## config.mk

```make
export PLATFORM = sky130hd
export DESIGN_NAME = vga_fb_write_responder
export DESIGN_NICKNAME = d
export VERILOG_FILES = /design/src/rtl/vga_fb_write_responder.sv
export SDC_FILE = /design/constraint.sdc
export NUM_CORES = 1
export LEC_CHECK = 0
export ABC_CLOCK_PERIOD_IN_PS = 3800
export CAP_MARGIN = 5
export CORE_ASPECT_RATIO = 0.7
export CORE_MARGIN = 5
export CORE_UTILIZATION = 58
export CTS_BUF_LIST = sky130_fd_sc_hd__clkbuf_8 sky130_fd_sc_hd__clkbuf_16
export CTS_CLUSTER_DIAMETER = 30
export DETAILED_ROUTE_END_ITERATION = 8
export PLACE_DENSITY = 0.82
export SYNTH_ARGS = -nofsm -noshare
export SYNTH_HDL_FRONTEND = slang
export SYNTH_SLANG_ARGS = --single-unit
```

## constraint.sdc

```tcl
create_clock -name iVGA_CLK -period 3.8 [get_ports iVGA_CLK]
set_clock_uncertainty 0.05 [all_clocks]
set_input_delay 0.76 -clock iVGA_CLK [delete_from_list [all_inputs] [get_ports iVGA_CLK]]
set_output_delay 0.76 -clock iVGA_CLK [all_outputs]
set_load 0.02 [all_outputs]
```

## src/rtl/vga_fb_write_responder.sv

```systemverilog
// Framebuffer store/load responder: buffers processor stores and drains them to frame RAM in blanking.
// Optional ordered read-back path is compiled in with FB_READBACK_EN.
module vga_fb_write_responder #(
    parameter logic [31:0] FB_BASE    = 32'h0010_0000,
    parameter int unsigned FB_PIXELS  = 307200,
    parameter int unsigned ADDR_W     = 19,
    parameter int unsigned DATA_W     = 8,
    parameter int unsigned FIFO_DEPTH = 16
) (
    input  logic                          iVGA_CLK,
    input  logic                          iRST_n,
    input  logic [31:0]                   addr_in,
    input  logic [31:0]                   data_in,
    input  logic                          wr_en_in,
    input  logic                          rd_en_in,
    output logic [31:0]                   rd_data_out,
    output logic                          rd_valid_out,
    output logic                          busy_out,
    input  logic                          blank_n_in,
    output logic [ADDR_W-1:0]             ram_addr_out,
    output logic [DATA_W-1:0]             ram_wdata_out,
    output logic                          ram_we_out,
    input  logic [DATA_W-1:0]             ram_rdata_in,
    output logic [$clog2(FIFO_DEPTH):0]   fifo_level_out,
    output logic [15:0]                   drop_count_out
);

    localparam int unsigned PTR_W = $clog2(FIFO_DEPTH);
    localparam int unsigned LVL_W = PTR_W + 1;
    localparam int unsigned ENT_W = ADDR_W + DATA_W;

`ifdef FB_READBACK_EN
    typedef enum logic [1:0] {StIdle, StWrite, StRdAddr, StRdData} state_e;
`else
    typedef enum logic [0:0] {StIdle, StWrite} state_e;
`endif

    state_e             state_q, state_d;
    logic [ENT_W-1:0]   mem [FIFO_DEPTH];
    logic [PTR_W-1:0]   wr_ptr_q, rd_ptr_q;
    logic [LVL_W-1:0]   count_q, count_d;
    logic [15:0]        drop_q;
    logic               busy_q;
    logic               full_d;

    logic [31:0]        offset_full;
    logic [ADDR_W-1:0]  offset;
    logic               hit;
    logic               empty, full;
    logic               pop, push, drop;
    logic               unused_bits;

    assign offset_full = addr_in - FB_BASE;
    assign offset      = offset_full[ADDR_W-1:0];
    assign hit         = (addr_in >= FB_BASE) && (offset_full < FB_PIXELS);

    assign empty = (count_q == '0);
    assign full  = (count_q == LVL_W'(FIFO_DEPTH));
    // A pop in the same cycle frees the slot, so a store on a full FIFO still lands.
    assign pop   = (state_q == StWrite) && !empty;
    assign push  = wr_en_in && hit && (!full || pop);
    assign drop  = wr_en_in && hit && full && !pop;

    always_comb begin
        count_d = count_q;
        if (push && !pop) begin
            count_d = count_q + LVL_W'(1);
        end else if (!push && pop) begin
            count_d = count_q - LVL_W'(1);
        end
    end

    assign full_d = (count_d == LVL_W'(FIFO_DEPTH));

`ifdef FB_READBACK_EN
    logic               pend_q, pend_d;
    logic [ADDR_W-1:0]  ld_off_q;
    logic [DATA_W-1:0]  rd_data_q;
    logic               rd_valid_q;
    logic               ld_take, ld_hit, ld_miss;

    // Any load seen while one is pending is ignored, hit or miss.
    assign ld_take = rd_en_in && !pend_q;
    assign ld_hit  = ld_take && hit;
    assign ld_miss = ld_take && !hit;
    assign pend_d  = (pend_q && (state_q != StRdData)) || ld_hit;

    always_ff @(posedge iVGA_CLK or negedge iRST_n) begin
        if (!iRST_n) begin
            pend_q     <= 1'b0;
            ld_off_q   <= '0;
            rd_data_q  <= '0;
            rd_valid_q <= 1'b0;
        end else begin
            pend_q     <= pend_d;
            rd_valid_q <= (state_q == StRdData) || ld_miss;
            rd_data_q  <= (state_q == StRdData) ? ram_rdata_in : '0;
            if (ld_hit) begin
                ld_off_q <= offset;
            end
        end
    end

    assign rd_data_out  = {{(32 - DATA_W){1'b0}}, rd_data_q};
    assign rd_valid_out = rd_valid_q;
    assign unused_bits  = ^{data_in[31:DATA_W], offset_full[31:ADDR_W]};
`else
    assign rd_data_out  = '0;
    assign rd_valid_out = 1'b0;
    assign unused_bits  = ^{data_in[31:DATA_W], offset_full[31:ADDR_W], rd_en_in, ram_rdata_in};
`endif

    // Decisions look at next-cycle occupancy so a store or load accepted now is served next cycle.
    always_comb begin
        state_d = state_q;
        unique case (state_q)
            StIdle: begin
                if (!blank_n_in && (count_d != '0)) begin
                    state_d = StWrite;
`ifdef FB_READBACK_EN
                end else if (!blank_n_in && pend_d) begin
                    state_d = StRdAddr;
`endif
                end
            end
            StWrite: begin
                if ((count_d == '0) || blank_n_in) begin
                    state_d = StIdle;
                end
            end
`ifdef FB_READBACK_EN
            StRdAddr: state_d = StRdData;
            StRdData: state_d = StIdle;
`endif
            default:  state_d = StIdle;
        endcase
    end

    always_comb begin
        ram_we_out    = pop;
        ram_addr_out  = '0;
        ram_wdata_out = '0;
        if (pop) begin
            {ram_addr_out, ram_wdata_out} = mem[rd_ptr_q];
        end
`ifdef FB_READBACK_EN
        if (state_q == StRdAddr) begin
            ram_addr_out = ld_off_q;
        end
`endif
    end

    always_ff @(posedge iVGA_CLK) begin
        if (push) begin
            mem[wr_ptr_q] <= {offset, data_in[DATA_W-1:0]};
        end
    end

    always_ff @(posedge iVGA_CLK or negedge iRST_n) begin
        if (!iRST_n) begin
            state_q  <= StIdle;
            wr_ptr_q <= '0;
            rd_ptr_q <= '0;
            count_q  <= '0;
            drop_q   <= '0;
            busy_q   <= 1'b0;
        end else begin
            state_q <= state_d;
            count_q <= count_d;
            if (push) begin
                wr_ptr_q <= wr_ptr_q + PTR_W'(1);
            end
            if (pop) begin
                rd_ptr_q <= rd_ptr_q + PTR_W'(1);
            end
            if (drop && (drop_q != 16'hFFFF)) begin
                drop_q <= drop_q + 16'd1;
            end
`ifdef FB_READBACK_EN
            busy_q <= full_d | pend_d;
`else
            busy_q <= full_d;
`endif
        end
    end

    assign busy_out       = busy_q;
    assign fifo_level_out = count_q;
    assign drop_count_out = drop_q;

endmodule
```

==> results of run 1 <==
routing by layer:
metal / up-vias / GRT usage [%] / routed length, microns
li1: 3923 / - / -
met1: 5059 / 34.8 / 17400
met2: 478 / 43.8 / 23700
met3: 54 / 5.09 / 3280
met4: 0 / 6.90 / 835
met5: - / 0 / 0
metrics by stage:
step	setup TNS [ps]	hold slack [ps]	worst slack (ps)	util [%]	std cells
after floorplan	0	414	54.3	-	882
after global placement	-37470	433	-257	66.4	1397
after detailed placement	-51850	441	-300	66.4	1397
after CTS	0	455	1.32	73.3	1517
after global routing	-77.2	469	-31.0	73.5	1529
final	0	453	26.0	73.5	1529
state kept, by name, summed over array words and instances, names as in the netlist:
register	cells
busy_out	1
drop_count_out	16
fifo_level_out	5
mem	432
rd_ptr_q	4
state_q	1
wr_ptr_q	4
what timing repair did:
action,4_1_cts,5_1_grt
cloned,5,2
setup buffers,9,10
hold buffers,0,0
resized for setup,56,20
endpoints found under the setup margin,27,22
worst max-delay path, stage by stage (launching register included):
cell and delay [ps]:
sky130_fd_sc_hd__dfrtp_4 430, sky130_fd_sc_hd__buf_4 220, sky130_fd_sc_hd__clkbuf_16 210, sky130_fd_sc_hd__mux4_2 530, sky130_fd_sc_hd__mux4_2 480, sky130_fd_sc_hd__and2_1 170
sky130_fd_sc_hd__dlygate4sd2_1 310
how the worst min path moves through the flow:
| stage | slack (ps) | end | from | cells past startpoint |
|---|---|---|---|---|
| after floorplan | 410 | busy_out$_DFF_PN0_ | iRST_n | 0 |
| after global placement | 430 | drop_count_out[14]$_DFFE_PN0P_ | drop_count_out[14]$_DFFE_PN0P_ | 1 |
| after detailed placement | 440 | drop_count_out[15]$_DFFE_PN0P_ | drop_count_out[15]$_DFFE_PN0P_ | 1 |
| after CTS | 450 | drop_count_out[12]$_DFFE_PN0P_ | drop_count_out[12]$_DFFE_PN0P_ | 1 |
| after global routing | 470 | drop_count_out[12]$_DFFE_PN0P_ | drop_count_out[12]$_DFFE_PN0P_ | 1 |
| final | 450 | drop_count_out[12]$_DFFE_PN0P_ | drop_count_out[12]$_DFFE_PN0P_ | 1 |
area by class of cell:
cell class              instances  area [sq um]  area share [%]
clock buffers                  58          1450            6.31
clock inverters                48           448            1.95
inverters                       9          33.8           0.147
multi-input cells             341          4460            19.4
flip-flops and latches        463         13800            59.8
well taps                     420           526            2.29
repair buffers                190          2310            10.1
logic make-up (layout without fill, tap and decap cells):
group	after synthesis	after routing	synth area share, %
xor gates and xnor gates	24	24	1.14
adders and majority gates	8	8	0.542
DFF	463	463	74.4
buffers and inverters	78	305	2.28
other	1	33	0.0203
and+or+nand+nor	116	116	3.95
muxes	136	136	16.5
AOI/OAI and AO/OA	24	24	1.16
synth_stat cells (2+ instances only):
library cell                 n  area (sq um)
sky130_fd_sc_hd__edfxtp_1  432         13000
sky130_fd_sc_hd__mux4_2    135          3040
sky130_fd_sc_hd__and2_1     39           244
sky130_fd_sc_hd__buf_4      34           255
sky130_fd_sc_hd__dfrtp_1    31           776
sky130_fd_sc_hd__clkbuf_1   24          90.1
sky130_fd_sc_hd__nand2_1    15          56.3
sky130_fd_sc_hd__xnor2_1    14           123
sky130_fd_sc_hd__buf_1      10          37.5
sky130_fd_sc_hd__nor2_1     10          37.5
sky130_fd_sc_hd__xor2_1     10          87.6
sky130_fd_sc_hd__inv_1       9          33.8
sky130_fd_sc_hd__nand3_1     9          45.0
sky130_fd_sc_hd__ha_1        8           100
sky130_fd_sc_hd__nor3_1      7          35.0
sky130_fd_sc_hd__and4_1      6          52.6
sky130_fd_sc_hd__o21ai_0     5          25.0
sky130_fd_sc_hd__nand4_1     4          25.0
sky130_fd_sc_hd__a21oi_1     3          15.0
sky130_fd_sc_hd__or3b_2      3          26.3
sky130_fd_sc_hd__a31o_2      2          17.5
sky130_fd_sc_hd__and3_1      2          12.5
sky130_fd_sc_hd__nor4b_1     2          17.5
sky130_fd_sc_hd__o31ai_1     2          15.0
sky130_fd_sc_hd__or4_1       2          15.0
sky130_fd_sc_hd__or4_4       2          22.5
where the power goes:
group          switching [mW]  total (mW)  internal [mW]
Combinational            2.17        4.53           2.37
Clock                    2.29        5.32           3.02
Sequential              0.108        5.74           5.63
Total                    4.57        15.6           11.0
==> impl_metrics.tcl, run 1 <==
set metrics [dict create \
    floorplan.core_area_sq_um 31300 \
    clock_sink_count 463 \
    htree_levels 2 \
    die_y_microns 159 \
    drt_pre_antenna_iters 5 \
    post-route-period-util_pct 99.3 \
    max_cap_violations 0 \
    globalplace.congestion 0.780 \
    pins_over_slew_limit 0 \
    cp_max_fo 8 \
    outcome "finished, final reports clean" \
    arrival_time_at_the_worst_endpoint_ps 2960 \
    category_of_the_worst_setup_path_launch_point "register" \
    max-clock-path-buffers 3 \
    rsz0062_at_grt "yes" \
    max_clock_freq_ghz 0.265 \
    cts_root_buf "sky130_fd_sc_hd__clkbuf_16" \
    layout.nets 1147 \
    post_drt_wl_per_cell_microns 29.6 \
    synth_enable_flop_cells 432 \
    drive_gt1_share_pct 34.4 \
    initial_utilization_pct 59.1 \
    clkTransAtPathRegs_ps 60 \
    syn-cell-area_sq_um 18500 \
    grt_start_max_net_pins 31 \
    dr.first_iter.drc_count 1069 \
    final_cell_mix "sky130_fd_sc_hd__edfxtp_1, sky130_fd_sc_hd__mux4_2, sky130_fd_sc_hd__clkdlybuf4s50_1, sky130_fd_sc_hd__clkbuf_16, sky130_fd_sc_hd__buf_12" \
    fillerInstances 1673 \
    synth_warnings 0 \
    dp_hpwl_mm 23.9 \
    core.rowCount 54 \
    syn_avg_cell_area_sq_um 21.7 \
    cp_data_required_time_ps 2990 \
    setup.worst_path.end "ram_wdata_out[7]" \
    synth_sequential_area_ratio_pct 74.4 \
    tightest_hold_check_type "register to register" \
    design_area_sq_um 23000 \
    power.density_cell_area_nw_per_um2 678 \
    routed-via-count 9514 \
    detailed_place.area_sq_um 20800 \
    max-slew-margin-rel_pct 41.3 \
    route.detailed.vias_per_inst 6.22 \
    synth_ff_type "sky130_fd_sc_hd__edfxtp_1" \
    first_pass_grt_wire_length_mm 67.4 \
    number_of_hold_violations_in_the_final_report 0 \
    tritoncts "built" \
    worst_r2r_endpoint "state_q$_DFF_PN0_" \
    vdd_drop_max_uv 493 \
    ioPinCount 160 \
    wl_mm 45.2 \
    worst_setup_path_startpoint "rd_ptr_q[0]$_DFFE_PN0P_" \
    detail_route.drc_violations 0 \
    report.final.setup_viol 0 \
    die-width_microns 223 \
    worstSkewPairLatency_ps 590 \
    reg2reg_depth 9 \
    crit_path_end_kind "output pin" \
    synth_cell_types 56 \
    report.power.total_mw 15.6 \
    grt_pass1_vias 10238 \
    final_common_cell "sky130_fd_sc_hd__edfxtp_1" \
    design.die.area_sq_um 35600 \
    final_antenna_net_count 0 \
    tightest_slew_ps 877 \
    diodes 0 \
    synthCells 850 \
    globalRoute.totalOverflow 0 \
    port_buffers 93 \
    cellLeakagePower_nw 7.85 \
    clock_period_minus_worst_slack_ps 3770 \
    synthArstFlopShare_pct 6.70 \
    cts_inserted_buffers 57 \
    r2r_slack_ps 900 \
    signed_area_change_from_the_synthesized_netlist_to_the_final_layout_pct 24.4 \
    grtUsageTotal_pct 25.8 \
    crit_type "register to output pin" \
    rr_startpoint "fifo_level_out[0]$_DFF_PN0_" \
    synth_seq_cells 463 \
    grt_antenna_before_repair 0 \
]
Power figures use the tool's default switching activity.
==> inputs of run 2 (changes only) <==
--- a/config.mk
+++ b/config.mk
@@ -8,12 +8,11 @@
 export ABC_CLOCK_PERIOD_IN_PS = 3800
 export CAP_MARGIN = 5
 export CORE_ASPECT_RATIO = 0.7
-export CORE_MARGIN = 5
 export CORE_UTILIZATION = 58
 export CTS_BUF_LIST = sky130_fd_sc_hd__clkbuf_8 sky130_fd_sc_hd__clkbuf_16
 export CTS_CLUSTER_DIAMETER = 30
 export DETAILED_ROUTE_END_ITERATION = 8
-export PLACE_DENSITY = 0.82
+export PLACE_DENSITY = 0.88
 export SYNTH_ARGS = -nofsm -noshare
 export SYNTH_HDL_FRONTEND = slang
 export SYNTH_SLANG_ARGS = --single-unit
==> run 2 against run 1 <==
- register-to-register slack got worse by 420 ps
- clock-buffer cell count increased by 10
- critical path type unchanged
- worst hold slack improved by 3.6 ps
==> impl_metrics.tcl, run 2 (synthesized netlist as in run 1, its figures left out) <==
set metrics [dict create \
    worstSkewPairLatency_ps 570 \
    clock_period_minus_worst_slack_ps 3750 \
    drive_gt1_share_pct 32.7 \
    clock_power_share_pct 38.6 \
    clock_sink_count 463 \
    first_pass_grt_wire_length_mm 67.4 \
    cp_data_required_time_ps 2990 \
    max_cap_violations 0 \
    biggest_register "mem" \
    layout.nets 1139 \
    globalplace.congestion 0.778 \
    max-slew-margin-rel_pct 58.0 \
    tightest_hold_check_type "register to register" \
    die_y_microns 151 \
    grt_start_max_net_pins 60 \
    cpMaxStageDelayCell "sky130_fd_sc_hd__mux4_2" \
    design.die.area_sq_um 32600 \
    grt_pass1_vias 10205 \
    cp_max_fo 10 \
    route.detailed.vias_per_inst 6.30 \
    ioPinCount 160 \
    core.rowCount 54 \
    p_seq_share_pct 34.8 \
    critical-path-top-cell-by-count "sky130_fd_sc_hd__mux4_2" \
    vdd_drop_max_uv 587 \
    max_clock_freq_ghz 0.266 \
    die-width_microns 215 \
    max-clock-path-buffers 3 \
    cellLeakagePower_nw 7.94 \
    final_antenna_net_count 0 \
    post_drt_wl_per_cell_microns 30.7 \
    report.final.setup_viol 0 \
    switching_share_pct 27.9 \
    detail_route.drc_violations 0 \
    initial_utilization_pct 59.2 \
    crit_type "register to output pin" \
    dp_hpwl_mm 24.2 \
    dr.first_iter.drc_count 1080 \
    min_delay_path_depth 1 \
    worst_hold_slack_ps 457 \
    net_switching_power_of_the_design_mw 4.58 \
    final_cell_mix "sky130_fd_sc_hd__edfxtp_1, sky130_fd_sc_hd__mux4_2, sky130_fd_sc_hd__clkbuf_16, sky130_fd_sc_hd__clkdlybuf4s50_1, sky130_fd_sc_hd__buf_4" \
    worst_path_largest_cell_delay_ps 520 \
    power.density_cell_area_nw_per_um2 708 \
    pins_over_slew_limit 0 \
    final_common_cell "sky130_fd_sc_hd__edfxtp_1" \
    grtUsageTotal_pct 29.7 \
    floorplan.core_area_sq_um 31200 \
    cts_inserted_buffers 66 \
    combPwrFrac_pct 26.6 \
    clkTransAtPathRegs_ps 50 \
    internal_dissipation_mw 11.8 \
    design_area_sq_um 23200 \
    globalRoute.totalOverflow 0 \
    reg2reg_depth 11 \
    wl_mm 46.9 \
    number_of_hold_violations_in_the_final_report 0 \
    routed-via-count 9630 \
    outcome "finished, final reports clean" \
    detailed_place.area_sq_um 20700 \
    tightest_slew_ps 630 \
    holdBufCountCts 0 \
    tritoncts "built" \
    htree_levels 3 \
    drt_pre_antenna_iters 5 \
    timing.critical_path.cells "buf_4 > bufbuf_16 > mux4_2 > mux4_2 > and2_1 > clkdlybuf4s15_1" \
    signed_area_change_from_the_synthesized_netlist_to_the_final_layout_pct 25.5 \
    cts_root_buf "sky130_fd_sc_hd__clkbuf_16" \
    arrival_time_at_the_worst_endpoint_ps 2940 \
    crit_path_end_kind "output pin" \
    port_buffers 93 \
    category_of_the_worst_setup_path_launch_point "register" \
    largest_register_ffs 432 \
    grt_antenna_before_repair 1 \
    post-route-period-util_pct 98.7 \
]
-- run 2: cell types whose count changed in the layout (fill, tap and decap cells not counted), moves of 6 or more --
cell,before,now
sky130_fd_sc_hd__clkbuf_2,10,4
sky130_fd_sc_hd__bufinv_16,2,9
sky130_fd_sc_hd__dlygate4sd2_1,8,15
sky130_fd_sc_hd__buf_4,42,35
sky130_fd_sc_hd__buf_12,43,34
sky130_fd_sc_hd__clkbuf_16,60,70
sky130_fd_sc_hd__clkinv_1,3,10
-- run 2: path summary, 6_finish.rpt --
path	start	to	slack, ps
max in group asynchronous	iRST_n	rd_ptr_q[2]$_DFFE_PN0P_	2830
min in group asynchronous	iRST_n	drop_count_out[11]$_DFFE_PN0P_	530
min	drop_count_out[15]$_DFFE_PN0P_	drop_count_out[15]$_DFFE_PN0P_	460
max reg2reg	fifo_level_out[0]$_DFF_PN0_	state_q$_DFF_PN0_	480
max	rd_ptr_q[0]$_DFFE_PN0P_	ram_addr_out[16]	50
min reg2reg	drop_count_out[15]$_DFFE_PN0P_	drop_count_out[15]$_DFFE_PN0P_	460
-- run 2: worst max-delay path: cells and delay by family, from the launching register on --
family / cells / cell delay [ps]
buffers and inverters: 3 / 720
and+or+nand+nor: 1 / 180
muxes: 2 / 1030
DFF: 1 / 440
-- run 2: layer usage --
| metal | global-route usage [%] | up-vias | routed length [microns] |
|---|---|---|---|
| li1 | - | 3892 | - |
| met4 | 12.0 | 0 | 1640 |
| met3 | 8.09 | 134 | 3920 |
| met2 | 49.4 | 588 | 23900 |
| met1 | 37.8 | 5016 | 17400 |
| met5 | 0 | - | 0 |
-- run 2: layout make-up --
| type | instances | area (sq um) |
|---|---|---|
| sequential | 463 | 13800 |
| fill | 1624 | 8030 |
| multi-input combinational | 341 | 4460 |
| timing repair buffer | 173 | 2110 |
| clock buffer | 68 | 1700 |
| clock inverter | 53 | 602 |
| tap | 420 | 526 |
| inverter | 9 | 33.8 |
| antenna | 1 | 2.50 |
-- run 2: repair_timing --
action	CTS	global route
cloned	3	2
buffers inserted	4	2
resized for setup	34	17
endpoints found under the setup margin	27	18
-- run 2: power groups by stage --
stage	clock, mW	combinational [mW]	sequential [mW]
detailed placement	0	4.01	5.84
global placement	0	3.92	5.84
global route	6.61	4.60	5.71
CTS	6.37	4.28	5.70
finish	6.33	4.36	5.71
floorplan	0	2.76	5.79
-- run 2: through the flow --
stage | power (mW) | cells | utilization (%) | TNS (ps) | setup WS [ps]
floorplan | 8.55 | 882 | - | 0 | 54.3
global placement | 9.76 | 1395 | 66.3 | -19250 | -134
detailed placement | 9.85 | 1395 | 66.3 | -29870 | -159
CTS | 16.4 | 1523 | 74.0 | -2.92 | -2.92
global route | 16.9 | 1528 | 74.3 | -4.93 | -2.80
finish | 16.4 | 1528 | 74.3 | 0 | 47.6
